### config.mk
export PLATFORM = sky130hd
export DESIGN_NAME = alu_exec_stage_flat
export DESIGN_NICKNAME = d
export VERILOG_FILES = /design/src/rtl/alu_pkg.sv /design/src/rtl/alu_exec_stage_if.sv /design/src/rtl/alu_core.sv /design/src/rtl/alu_exec_stage.sv /design/src/flat_wrapper.sv
export SDC_FILE = /design/constraint.sdc
export NUM_CORES = 1
export LEC_CHECK = 0
export CELL_PAD_IN_SITES_DETAIL_PLACEMENT = 0
export CELL_PAD_IN_SITES_GLOBAL_PLACEMENT = 1
export CORE_ASPECT_RATIO = 1.75
export CORE_UTILIZATION = 35
export DETAILED_ROUTE_END_ITERATION = 16
export GPL_TIMING_DRIVEN = 0
export PLACE_DENSITY = 0.7
export SYNTH_ARGS = -nofsm -noshare
export SYNTH_HDL_FRONTEND = slang
export SYNTH_HIERARCHICAL = 1
export SYNTH_SLANG_ARGS = --single-unit
### constraint.sdc
create_clock -name clk -period 4.7 [get_ports clk]
set_input_delay 1.41 -clock clk [delete_from_list [all_inputs] [get_ports clk]]
set_output_delay 1.41 -clock clk [all_outputs]
set_load 0.02 [all_outputs]
### src/rtl/alu_pkg.sv
// Shared encodings for the execute-stage ALU: operation codes, result-source
// selects and condition-code register bit positions.
package alu_pkg;

  localparam logic [3:0] ALU_NOP  = 4'b0000;
  localparam logic [3:0] ALU_MOV  = 4'b0001;
  localparam logic [3:0] ALU_ADD  = 4'b0010;
  localparam logic [3:0] ALU_SUB  = 4'b0011;
  localparam logic [3:0] ALU_AND  = 4'b0100;
  localparam logic [3:0] ALU_OR   = 4'b0101;
  localparam logic [3:0] ALU_RLC  = 4'b0110;
  localparam logic [3:0] ALU_RRC  = 4'b0111;
  localparam logic [3:0] ALU_SETC = 4'b1000;
  localparam logic [3:0] ALU_CLRC = 4'b1001;
  localparam logic [3:0] ALU_NOT  = 4'b1010;
  localparam logic [3:0] ALU_NEG  = 4'b1011;
  localparam logic [3:0] ALU_INC  = 4'b1100;
  localparam logic [3:0] ALU_DEC  = 4'b1101;

  localparam logic [1:0] SE3_ALU = 2'b00;
  localparam logic [1:0] SE3_B   = 2'b10;

  localparam int CCR_Z = 0;
  localparam int CCR_N = 1;
  localparam int CCR_C = 2;
  localparam int CCR_V = 3;

  // NOP and the reserved codes never touch the CCR.
  function automatic logic writes_flags(input logic [3:0] code);
    return !(code == ALU_NOP || code == 4'b1110 || code == 4'b1111);
  endfunction

endpackage

### src/rtl/alu_exec_stage_if.sv
// Decode-to-execute bus: decoded control, operands, CCR restore, and the
// registered result/flags returned toward the memory stage.
interface alu_exec_stage_if #(parameter int WIDTH = 8);

  logic             in_valid;
  logic             stall;
  logic             flush;
  logic [3:0]       alu_control;
  logic             se1;
  logic             se2;
  logic [1:0]       se3;
  logic [WIDTH-1:0] a_data;
  logic [WIDTH-1:0] b_data;
  logic             flags_load;
  logic [3:0]       flags_in;
  logic             out_valid;
  logic [WIDTH-1:0] result;
  logic [3:0]       flags;

  modport master (
    output in_valid, stall, flush, alu_control, se1, se2, se3,
           a_data, b_data, flags_load, flags_in,
    input  out_valid, result, flags
  );

  modport slave (
    input  in_valid, stall, flush, alu_control, se1, se2, se3,
           a_data, b_data, flags_load, flags_in,
    output out_valid, result, flags
  );

endinterface

### src/rtl/alu_core.sv
// Combinational ALU: result plus candidate {V,C,N,Z} for the CCR.
// Ops that do not define C pass c_in through as their candidate.
module alu_core
  import alu_pkg::*;
#(
  parameter int WIDTH = 8
) (
  input  logic [3:0]       alu_control,
  input  logic [WIDTH-1:0] a_data,
  input  logic [WIDTH-1:0] b_data,
  input  logic             c_in,
  output logic [WIDTH-1:0] alu_res,
  output logic [3:0]       cand_flags,
  output logic             flag_upd,
  output logic             c_force
);

  localparam int MSB = WIDTH - 1;
  localparam logic [WIDTH:0] ONE_W = (WIDTH+1)'(1);

  logic [WIDTH:0] ext_a;
  logic [WIDTH:0] ext_b;
  logic [WIDTH:0] wide;
  logic           c_out;
  logic           v_out;

  assign ext_a = {1'b0, a_data};
  assign ext_b = {1'b0, b_data};

  always_comb begin
    wide     = '0;
    alu_res  = '0;
    c_out    = c_in;
    v_out    = 1'b0;
    flag_upd = writes_flags(alu_control);
    c_force  = 1'b0;
    case (alu_control)
      ALU_MOV: alu_res = b_data;
      ALU_ADD: begin
        wide    = ext_a + ext_b;
        alu_res = wide[MSB:0];
        c_out   = wide[WIDTH];
        v_out   = (a_data[MSB] == b_data[MSB]) && (alu_res[MSB] != a_data[MSB]);
      end
      ALU_SUB: begin
        // Bit WIDTH of the widened difference is the borrow.
        wide    = ext_a - ext_b;
        alu_res = wide[MSB:0];
        c_out   = wide[WIDTH];
        v_out   = (a_data[MSB] != b_data[MSB]) && (alu_res[MSB] != a_data[MSB]);
      end
      ALU_AND: alu_res = a_data & b_data;
      ALU_OR:  alu_res = a_data | b_data;
      ALU_RLC: begin
        alu_res = {b_data[MSB-1:0], c_in};
        c_out   = b_data[MSB];
      end
      ALU_RRC: begin
        alu_res = {c_in, b_data[MSB:1]};
        c_out   = b_data[0];
      end
      ALU_SETC: begin
        c_out   = 1'b1;
        c_force = 1'b1;
      end
      ALU_CLRC: begin
        c_out   = 1'b0;
        c_force = 1'b1;
      end
      ALU_NOT: alu_res = ~b_data;
      ALU_NEG: begin
        wide    = '0 - ext_b;
        alu_res = wide[MSB:0];
        c_out   = wide[WIDTH];
      end
      ALU_INC: begin
        wide    = ext_b + ONE_W;
        alu_res = wide[MSB:0];
        c_out   = wide[WIDTH];
      end
      ALU_DEC: begin
        wide    = ext_b - ONE_W;
        alu_res = wide[MSB:0];
        c_out   = wide[WIDTH];
      end
      default: alu_res = '0;
    endcase
  end

  assign cand_flags[CCR_Z] = (alu_res == '0);
  assign cand_flags[CCR_N] = alu_res[MSB];
  assign cand_flags[CCR_C] = c_out;
  assign cand_flags[CCR_V] = v_out;

endmodule

### src/rtl/alu_exec_stage.sv
// Execute stage: wraps alu_core with per-bit CCR write enables, the result
// pipeline register and stall/flush/CCR-restore control.
module alu_exec_stage
  import alu_pkg::*;
#(
  parameter int WIDTH = 8
) (
  input  logic             clk,
  input  logic             rst,
  alu_exec_stage_if.slave  bus
);

  logic [WIDTH-1:0] alu_res;
  logic [3:0]       cand_flags;
  logic             flag_upd;
  logic             c_force;
  logic             accepted;
  logic [3:0]       wr_en;
  logic [3:0]       flags_upd;

  logic             out_valid_reg, out_valid_next;
  logic [WIDTH-1:0] result_reg, result_next;
  logic [3:0]       flags_reg, flags_next;

  alu_core #(.WIDTH(WIDTH)) u_core (
    .alu_control (bus.alu_control),
    .a_data      (bus.a_data),
    .b_data      (bus.b_data),
    .c_in        (flags_reg[CCR_C]),
    .alu_res     (alu_res),
    .cand_flags  (cand_flags),
    .flag_upd    (flag_upd),
    .c_force     (c_force)
  );

  assign accepted = bus.in_valid && !bus.stall && !bus.flush;

  // SETC/CLRC own the carry regardless of se2.
  assign wr_en[CCR_Z] = accepted && flag_upd && bus.se1;
  assign wr_en[CCR_N] = accepted && flag_upd && bus.se1;
  assign wr_en[CCR_V] = accepted && flag_upd && bus.se1;
  assign wr_en[CCR_C] = accepted && ((flag_upd && bus.se2) || c_force);

  generate
    for (genvar gi = 0; gi < 4; gi++) begin : g_ccr_bit
      assign flags_upd[gi] = wr_en[gi] ? cand_flags[gi] : flags_reg[gi];
    end
  endgenerate

  always_comb begin
    out_valid_next = bus.in_valid && !bus.flush;
    result_next    = result_reg;
    if (accepted)
      result_next = (bus.se3 == SE3_B) ? bus.b_data : alu_res;
    // An RTI restore wins over any flag write on the same edge.
    flags_next = bus.flags_load ? bus.flags_in : flags_upd;
  end

  always_ff @(posedge clk) begin
    if (rst) begin
      out_valid_reg <= 1'b0;
      result_reg    <= '0;
      flags_reg     <= 4'b0000;
    end else if (!bus.stall) begin
      out_valid_reg <= out_valid_next;
      result_reg    <= result_next;
      flags_reg     <= flags_next;
    end
  end

  assign bus.out_valid = out_valid_reg;
  assign bus.result    = result_reg;
  assign bus.flags     = flags_reg;

endmodule

### src/flat_wrapper.sv
// flat-port wrapper written by rule: the top's interface ports become plain ports
module alu_exec_stage_flat import alu_pkg::*;
#(
  parameter int WIDTH = 8
)
  (clk, rst, bus_in_valid, bus_stall, bus_flush, bus_alu_control, bus_se1, bus_se2, bus_se3, bus_a_data, bus_b_data, bus_flags_load, bus_flags_in, bus_out_valid, bus_result, bus_flags);
  alu_exec_stage_if #(.WIDTH(WIDTH)) bus_i ();
  input  logic clk;
  input  logic rst;
  input wire logic [$bits(bus_i.in_valid)-1:0] bus_in_valid;
  input wire logic [$bits(bus_i.stall)-1:0] bus_stall;
  input wire logic [$bits(bus_i.flush)-1:0] bus_flush;
  input wire logic [$bits(bus_i.alu_control)-1:0] bus_alu_control;
  input wire logic [$bits(bus_i.se1)-1:0] bus_se1;
  input wire logic [$bits(bus_i.se2)-1:0] bus_se2;
  input wire logic [$bits(bus_i.se3)-1:0] bus_se3;
  input wire logic [$bits(bus_i.a_data)-1:0] bus_a_data;
  input wire logic [$bits(bus_i.b_data)-1:0] bus_b_data;
  input wire logic [$bits(bus_i.flags_load)-1:0] bus_flags_load;
  input wire logic [$bits(bus_i.flags_in)-1:0] bus_flags_in;
  output wire logic [$bits(bus_i.out_valid)-1:0] bus_out_valid;
  output wire logic [$bits(bus_i.result)-1:0] bus_result;
  output wire logic [$bits(bus_i.flags)-1:0] bus_flags;
  assign bus_i.in_valid = bus_in_valid;
  assign bus_i.stall = bus_stall;
  assign bus_i.flush = bus_flush;
  assign bus_i.alu_control = bus_alu_control;
  assign bus_i.se1 = bus_se1;
  assign bus_i.se2 = bus_se2;
  assign bus_i.se3 = bus_se3;
  assign bus_i.a_data = bus_a_data;
  assign bus_i.b_data = bus_b_data;
  assign bus_i.flags_load = bus_flags_load;
  assign bus_i.flags_in = bus_flags_in;
  assign bus_out_valid = bus_i.out_valid;
  assign bus_result = bus_i.result;
  assign bus_flags = bus_i.flags;
  alu_exec_stage #(.WIDTH(WIDTH)) u_core (.clk(clk), .rst(rst), .bus(bus_i));
endmodule
### Yosys cells after proc, flatten, opt, wreduce, memory -nomap -nowiden

Cells that the tools add are included.

| word-level totals | value |
|---|---|
| flip-flop bits (word level) | 13 |
| output and inout bits | 13 |
| input bits | 34 |
| logic and storage cells | 67 |

| operators by class | value |
|---|---|
| equal/unequal tests | 20 |
| add/subtract/negate cells | 5 |
| bitwise gates (word level) | 4 |
| muxes and demuxes | 10 |
| reductions and logical operators | 24 |

Operators with widths:

| cell | count |
|---|---|
| $pmux 8 s11 | 1 |
| $eq 4x4->1 const B | 8 |
| $eq 4x3->1 const B | 4 |
| $reduce_bool 10->1 | 1 |
| $add 8x1->9 const B | 1 |
| $add 8x8->9 | 1 |
| $logic_and 1x1->1 | 9 |
| $pmux 1 s9 | 1 |
| $sub 1x8->9 const A | 1 |
| $sub 8x1->9 const B | 1 |
| $sub 8x8->9 | 1 |
| $and 8x8->8 | 1 |
| $eq 4x2->1 const B | 2 |
| $logic_not 8->1 | 1 |
| $mux 8 | 1 |
| $not 8->8 | 1 |
| $or 8x8->8 | 1 |
| $mux 1 | 5 |
| $eq 4x1->1 const B | 1 |
| $logic_not 4->1 | 1 |
| $mux 4 | 1 |
| $reduce_and 2->1 | 2 |
| $reduce_bool 2->1 | 2 |
| $logic_not 1->1 | 3 |
| other kinds (8) | 12 |

### Longest topological paths before layout

Gate-level depths: netlist of the first run.

| depth | value |
|---|---|
| depth in word-level cells | 9 |
| mapped depth | 13 |
| gate-level depth less buffers | 11 |

### By module

Netlist of the first run, hierarchy kept.

Modules (own cells, without submodules):

| module | instances | area each (µm²) | seq. area each (µm²) | cells an instance |
|---|---|---|---|---|
| alu_core | 1 | 2285.9 | 0.0 | 302 |
| alu_exec_stage | 1 | 654.4 | 260.2 | 66 |

### Least setup slack after synthesis of the first run

No wires, ideal clock.

| timing | value |
|---|---|
| path kind | in2reg |
| start point | in bus_b_data[2] |
| end point | reg u_core.flags_reg[0] (netlist: u_core/bus.flags[0]) |
| stages on the path | 10 |
| library setup time | 0.075 ns |
| path buffers | 1 |
| setup slack | 0.805 ns |
| arrival time | 3.820 ns |
| data required time | 4.625 ns |
| cells stage by stage | clkbuf_1 inv_1 ha_1 or4_4 nand4_1 nand4_1 or4_4 nor4_2 nand3_1 a31oi_1 |

| between the ends | value |
|---|---|
| word-level cells in the longest chain between the ends | 5 |
| elaborated cells between the ends (all ways) | 12 |
| classes of those cells | add/sub: 5; mux: 3; bitwise: 3; reduce/logical: 1 |

RTL lines:

| item | line | source |
|---|---|---|
| start, declared | flat_wrapper.sv:18 | `input wire logic [$bits(bus_i.b_data)-1:0] bus_b_data;` |
| $sub 8x1->9 (tied with other cells) | alu_core.sv:82 | `wide = ext_b - ONE_W;` |
| $pmux 8 s11 (*) | alu_core.sv:37 | `case (alu_control)` |
| via u_core.alu_res[5] | alu_exec_stage.sv:13 | `logic [WIDTH-1:0] alu_res;` |
| $logic_not 8->1 (*) | alu_core.sv:90 | `assign cand_flags[CCR_Z] = (alu_res == '0);` |
| via u_core.cand_flags[0] | alu_exec_stage.sv:14 | `logic [3:0] cand_flags;` |
| $mux 1 (*) | alu_exec_stage.sv:46 | `assign flags_upd[gi] = wr_en[gi] ? cand_flags[gi] : flags_reg[gi];` |
| $mux 4 (*) | alu_exec_stage.sv:56 | `flags_next = bus.flags_load ? bus.flags_in : flags_upd;` |
| end signal, assigned | alu_exec_stage.sv:67 | `flags_reg <= flags_next;` |
| end, declared | alu_exec_stage.sv:23 | `logic [3:0] flags_reg, flags_next;` |

Mark *: on every way through the listed nets, which the timed path passes. The rest lies on a longest branch. The select of a mux whose other input is x is not followed.
A chain may end at the register's enable or synchronous reset.

### Worst setup path in the final report of the first run

| timing | value |
|---|---|
| start point | in bus_b_data[3] |
| end point | reg u_core.flags_reg[0] (netlist: u_core/bus.flags[0]) |

The elaborated chain is that of the path after synthesis.

==> results of run 1 <==
## area by class of cell
type                    instances  area share (%)
multi-input cells             292            66.9
inverters                      32            3.46
repair buffers                 42            11.6
well taps                      90            3.15
plain buffers                  31            5.38
clock buffers                   4            2.20
flip-flops and latches         13            7.27
## cell usage after synthesis, types with 4 or more instances
cell type  instances  share of area (%)
ha_1              29                 12
o211ai_1           5                1.3
mux4_2             4                3.1
nand2b_1           4               0.85
nand4_1            4               0.85
nor2b_1           10                2.1
a22oi_1            6                1.5
nor4_1             4               0.85
inv_1             32                4.1
nand2_1           12                1.5
xnor2_1            7                2.1
a21oi_1           21                3.6
or2_2              4               0.85
nand3_1           14                2.4
nor2_1            22                2.8
clkbuf_1          11                1.4
nor3_1            10                1.7
nand3b_1           4                1.0
o221ai_1           4                1.2
mux2i_1           15                5.1
o21ai_0            9                1.5
a211oi_1          13                3.3
a31oi_1            9                1.9
buf_2             11                1.9
dfxtp_1           13                8.9
## per-layer routing
layer  vias to the layer above  wire length, µm  global-route usage [%]
met1                      1488             3960                    26.0
met5                         -                0                       0
met3                        34              366                    1.14
met4                         0              596                    13.4
li1                       1495                -                       -
met2                       109             5680                    48.2
## worst reg2reg max path, cell delays in order, from the launching register on
cell and delay [ns]:
dfxtp_1 0.39, mux4_2 0.50, nand3_1 0.10, o221ai_1 0.14, or4_4 0.57, nor4_2 0.30
nand3_1 0.11, a31oi_1 0.17
## timing repair
item	4_1_cts	5_1_grt
setup endpoints to repair	4	1
resized for setup	6	9
cloned	0	0
## where the power goes
| part | internal [µW] | total (µW) | switching [µW] |
|---|---|---|---|
| logic | 143 | 324 | 181 |
| registers | 117 | 122 | 4.65 |
| clock network | 114 | 159 | 44.7 |
| total | 375 | 605 | 230 |
## kinds of logic after synthesis
| logic type | share of synthesized area (%) |
|---|---|
| and+or+nand+nor | 26.3 |
| adders and majority gates | 13.7 |
| buffers and inverters | 10.3 |
| muxes | 9.32 |
| AOI/OAI and AO/OA | 29.1 |
| xor gates and xnor gates | 2.38 |
| DFF | 8.85 |
## cells in the final DEF, fill, tap and decap left out, drive strengths merged, types with 4 or more instances in the layout
cell type / n
clkdlybuf4s50: 39
inv: 31
ha: 29
nor2: 23
a21oi: 22
clkbuf: 18
buf: 18
mux2i: 15
nand3: 14
a211oi: 14
dfxtp: 13
nand2: 12
nor2b: 10
nor3: 10
a31oi: 10
o21ai: 9
xnor2: 7
a22oi: 6
o211ai: 5
nor4: 5
or4: 5
nand3b: 4
or2: 4
nand2b: 4
o221ai: 4
mux4: 4
nand4: 4
nand4b: 4
## stage by stage
stage	total power, µW	hold slack (ns)	instance area [µm²]	utilization, %	TNS (ns)
floorplan	332	0.565	2940	-	0
global placement	439	0.464	3470	43.3	-1.86
detailed placement	442	0.476	3470	43.3	-2.14
CTS	603	0.488	3560	44.4	0
global route	639	0.527	3580	44.7	0
finish	605	0.480	3580	44.7	0
## worst max path at each step
stage | from | end | cells after the start
finish | bus_b_data[3] | u_core/bus.flags[0] | 11
global route | bus_b_data[2] | u_core/bus.flags[0] | 13
CTS | bus_b_data[1] | u_core/bus.flags[0] | 11
detailed placement | bus_b_data[1] | u_core/bus.flags[0] | 11
global placement | bus_b_data[1] | u_core/bus.flags[0] | 11
floorplan | bus_b_data[2] | u_core/bus.flags[0] | 10
==> results.json, run 1 <==
{
  "status": "finished with violations",
  "violations": "design-rule violations",
  "hp-start": "u_core/bus.out_valid",
  "gp_congestion": 0.970,
  "ys_async_sr_fraction_pct": 0,
  "diodes": 0,
  "dieHeight_um": 123,
  "portBuffers": 42,
  "critical_path.max_stage_delay_ns": 0.66,
  "whs_endpoint": "u_core/bus.out_valid",
  "io_pins": 47,
  "die_area_um2": 8790,
  "endpoint_kind": "flop",
  "cp_num_buf_inv": 3,
  "syn_area_um2": 2940,
  "rr_startpoint": "u_core/bus.flags[2]",
  "fillCellCount": 849,
  "route.vias.total": 3126,
  "cts-htree-levels": 1,
  "syn_area_per_cell_um2": 7.99,
  "grt_overflow": 0,
  "worstSetupStartpointType": "input port",
  "fmax_ghz": 0.220,
  "clock_skew_ns": 0.00160,
  "ys_warn_count": 6,
  "hpwl_mm": 8.71,
  "synth_edf_count": 0,
  "timing.final.crit_share_pct": 96.6,
  "drt_iter0_markers": 144,
  "syn_inst": 368,
  "cts_tree": "yes",
  "grt_usage_pct": 24.7,
  "nNetsFinal": 480,
  "postCtsSetupBuffers": 0,
  "setup_violations": 0,
  "yosys_register_bits": 13,
  "path_clk_slew_ns": 0.04,
  "ys.flop_type": "dfxtp_1",
  "worst_slack_ns": 0.160,
  "maxSlewViolCount": 0,
  "grt_max_degree": 14,
  "hold_path.class": "flop to flop",
  "hold_viol": 0,
  "cts_buffer_depth": 2,
  "crit_required_ns": 4.86,
  "crit_slowest_cell": "clkdlybuf4s50_1",
  "max_cap_viol_count": 0,
  "cts_buffers": 3,
  "die_w_um": 71.3,
  "power_density_nw_per_um2": 169,
  "synth_cell_types": 84,
  "hold_depth": 2,
  "critPathArrivalTime_ns": 4.70,
  "final_antenna_net_count": 0,
  "routedWlPerCell_um": 21.0,
  "clock-sinks": 13,
  "synth_nets": 433,
  "seq_area_frac_synth_pct": 8.85,
  "detail_route.vias_per_cell": 6.20,
  "cp_cell_sequence": "clkdlybuf4s50_1 > inv_1 > ha_1 > buf_12 > or4_4 > nand4_1 > nand4_1 > or4_4 > nor4_2 > nand3_1 > a31oi_1",
  "finalWirelength_mm": 10.6,
  "syn_to_final_growth_pct": 21.7,
  "post-route-min-period_ns": 4.54,
  "largest_reg_flops": 8,
  "r2r_setup_slack_ns": 2.35,
  "reg2regPathDepth": 7,
  "dp_cells": 500,
  "final_cells": 504,
  "grt_antenna_before_repair": 0,
  "root_buffer": "clkbuf_16",
  "drc": 6,
  "initial_core_util_pct": 36.7,
  "insertion_delay_ns": 0.24,
  "rsz0062_at_grt": "no",
  "seq_area_um2": 260,
  "grt_pass1_wl_mm": 16.6,
  "slew_headroom_pct": 15.3,
  "grt_pass1_vias": 3067,
  "worstMarginPinSlew_ns": 1.25,
  "critical_path.top_delay_family": "simple AND/OR/NAND/NOR gates",
  "vdd_drop_max_mv": 0.126,
  "postCtsHoldBufs": 0,
  "drive_above_1_share_pct": 15.7,
  "cp_max_fo": 10,
  "rows": 43,
  "r2r_end": "u_core/bus.flags[0]",
  "leakage_uw": 0.00141,
  "design.core.area_um2": 8020,
  "multi_input_comb_area_um2": 2390,
  "setup.worst_path.class": "input port to flop",
  "dr.pass1.iters": 11,
  "place_ws_ns": -0.516
}
No activity file was read; power rests on OpenSTA's default activity.
==> run 2, diff against run 1 <==
--- a/config.mk
+++ b/config.mk
@@ -5,13 +5,14 @@
 export SDC_FILE = /design/constraint.sdc
 export NUM_CORES = 1
 export LEC_CHECK = 0
+export ABC_CLOCK_PERIOD_IN_PS = 4700
 export CELL_PAD_IN_SITES_DETAIL_PLACEMENT = 0
 export CELL_PAD_IN_SITES_GLOBAL_PLACEMENT = 1
 export CORE_ASPECT_RATIO = 1.75
-export CORE_UTILIZATION = 35
+export CORE_UTILIZATION = 41
 export DETAILED_ROUTE_END_ITERATION = 16
 export GPL_TIMING_DRIVEN = 0
-export PLACE_DENSITY = 0.7
+export PLACE_DENSITY = 0.8
 export SYNTH_ARGS = -nofsm -noshare
 export SYNTH_HDL_FRONTEND = slang
 export SYNTH_HIERARCHICAL = 1
==> run 2 against run 1 <==
  * The run now ends clean
  * Worst hold slack improved by 0.0010 ns
  * Non-clock buffer count did not move
  * Die area fell by 14%
  * Worst setup slack improved by 0.013 ns
  * Wire length fell by 4.6%
  * Sequential cell count did not move
  * Combinational power barely moved
  * Global-route usage rose by 3.1 points
  * Register-to-register slack barely moved
  * Via count fell by 1.1%
  * First-iteration DRC count rose by 2.8%
  * Critical path type unchanged
  * Largest power group unchanged
==> results.json, run 2 (synthesized netlist as in run 1, its figures left out) <==
{
  "status": "complete, no violations",
  "initial_core_util_pct": 42.6,
  "cts_buffer_depth": 2,
  "worstSetupStartpointType": "input port",
  "crit_required_ns": 4.87,
  "grt_antenna_before_repair": 0,
  "most-common-layout-cells": "40 x clkdlybuf4s50_1, 32 x inv_1, 28 x ha_1",
  "grt_overflow": 0,
  "fillCellCount": 698,
  "maxSlewViolCount": 0,
  "cp_max_fo": 10,
  "design.core.area_um2": 6910,
  "endpoint_kind": "flop",
  "route.vias.total": 3093,
  "hpwl_mm": 8.25,
  "grt_pass1_vias": 3141,
  "gp_congestion": 1.03,
  "dr.pass1.iters": 5,
  "finalWirelength_mm": 10.1,
  "die_w_um": 66.0,
  "clock_skew_ns": 0.00151,
  "diodes": 0,
  "fin_tns_setup_ns": 0,
  "root_buffer": "clkbuf_16",
  "final_common_cell": "clkdlybuf4s50_1",
  "drive_above_1_share_pct": 15.0,
  "grt_pass1_wl_mm": 16.0,
  "final_antenna_net_count": 0,
  "fmax_ghz": 0.221,
  "largest_reg_flops": 8,
  "critPathArrivalTime_ns": 4.69,
  "grt_max_degree": 14,
  "hold_viol": 0,
  "vdd_drop_max_mv": 0.0856,
  "timing.final.crit_share_pct": 96.3,
  "rows": 40,
  "postCtsSetupBuffers": 0,
  "path_clk_slew_ns": 0.05,
  "slew_headroom_pct": 21.0,
  "finalCoreUtilization_pct": 51.6,
  "portBuffers": 42,
  "setup.worst_path.class": "input port to flop",
  "nNetsFinal": 480,
  "die_area_um2": 7530,
  "dieHeight_um": 114,
  "detail_route.vias_per_cell": 6.21,
  "routedWlPerCell_um": 20.3,
  "setup_violations": 0,
  "drc": 0,
  "postCtsHoldBufs": 0,
  "cts_tree": "yes",
  "power_density_nw_per_um2": 170,
  "cts-htree-levels": 1,
  "post-route-min-period_ns": 4.53,
  "io_pins": 47,
  "drt_iter0_markers": 148,
  "syn_to_final_growth_pct": 21.3,
  "clock-sinks": 13,
  "worstMarginPinSlew_ns": 1.17,
  "rsz0062_at_grt": "no",
  "max_cap_viol_count": 0,
  "cts_buffers": 3,
  "leakage_uw": 0.00140,
  "insertion_delay_ns": 0.24,
  "grt_usage_pct": 27.8,
  "hold_path.class": "flop to flop",
  "cts_resized": 3
}
==> run 2: cell type report <==
class	instances	area, µm²	share of cell area, %
Inverter	32	120	3.37
Buffer	31	188	5.26
Clock buffer	4	78.8	2.21
Multi-Input combinational cell	292	2400	67.3
Tap cell	84	105	2.95
Sequential cell	13	260	7.30
Timing Repair Buffer	42	414	11.6
==> run 2: stage by stage <==
| stage | total power (µW) | worst slack, ns | area [µm²] | hold slack [ns] | instances |
|---|---|---|---|---|---|
| after floorplan | 332 | 0.805 | 2940 | 0.565 | 368 |
| after global placement | 436 | -0.498 | 3470 | 0.464 | 494 |
| after detailed placement | 438 | -0.497 | 3470 | 0.476 | 494 |
| after CTS | 603 | 0.0159 | 3540 | 0.487 | 498 |
| after global routing | 638 | 0.00627 | 3570 | 0.511 | 498 |
| final | 607 | 0.173 | 3570 | 0.481 | 498 |
==> run 2: critical path, cell delays in order <==
cell and delay (ns):
clkdlybuf4s50_1 0.57, buf_4 0.22, inv_1 0.13, ha_2 0.34, or4_4 0.59, nand4_1 0.12
nand4_1 0.14, or4_4 0.57, nor4_2 0.32, nand3_1 0.11, a31oi_1 0.17
==> run 2: metal layers <==
metal | track usage (%) | wire, µm
met1 | 29.8 | 3800
met2 | 53.5 | 5400
met3 | 1.30 | 396
met4 | 12.6 | 506
met5 | 0 | 0
==> run 2: worst paths after layout <==
path	depth (start not counted)	slack, ns	startpoint	to
worst max-delay path	11	0.17	bus_b_data[4]	u_core/bus.flags[0]
worst min-delay path	2	0.48	u_core/bus.out_valid	u_core/bus.out_valid
worst max register to register	7	2.36	u_core/bus.flags[2]	u_core/bus.flags[0]
worst min register to register	2	0.48	u_core/bus.out_valid	u_core/bus.out_valid
==> run 2: power breakdown <==
part / switching [µW] / internal [µW] / leakage [µW]
Sequential: 4.66 / 117 / 0.000106
Combinational: 179 / 144 / 0.00126
Clock: 48.4 / 115 / 0.0000382
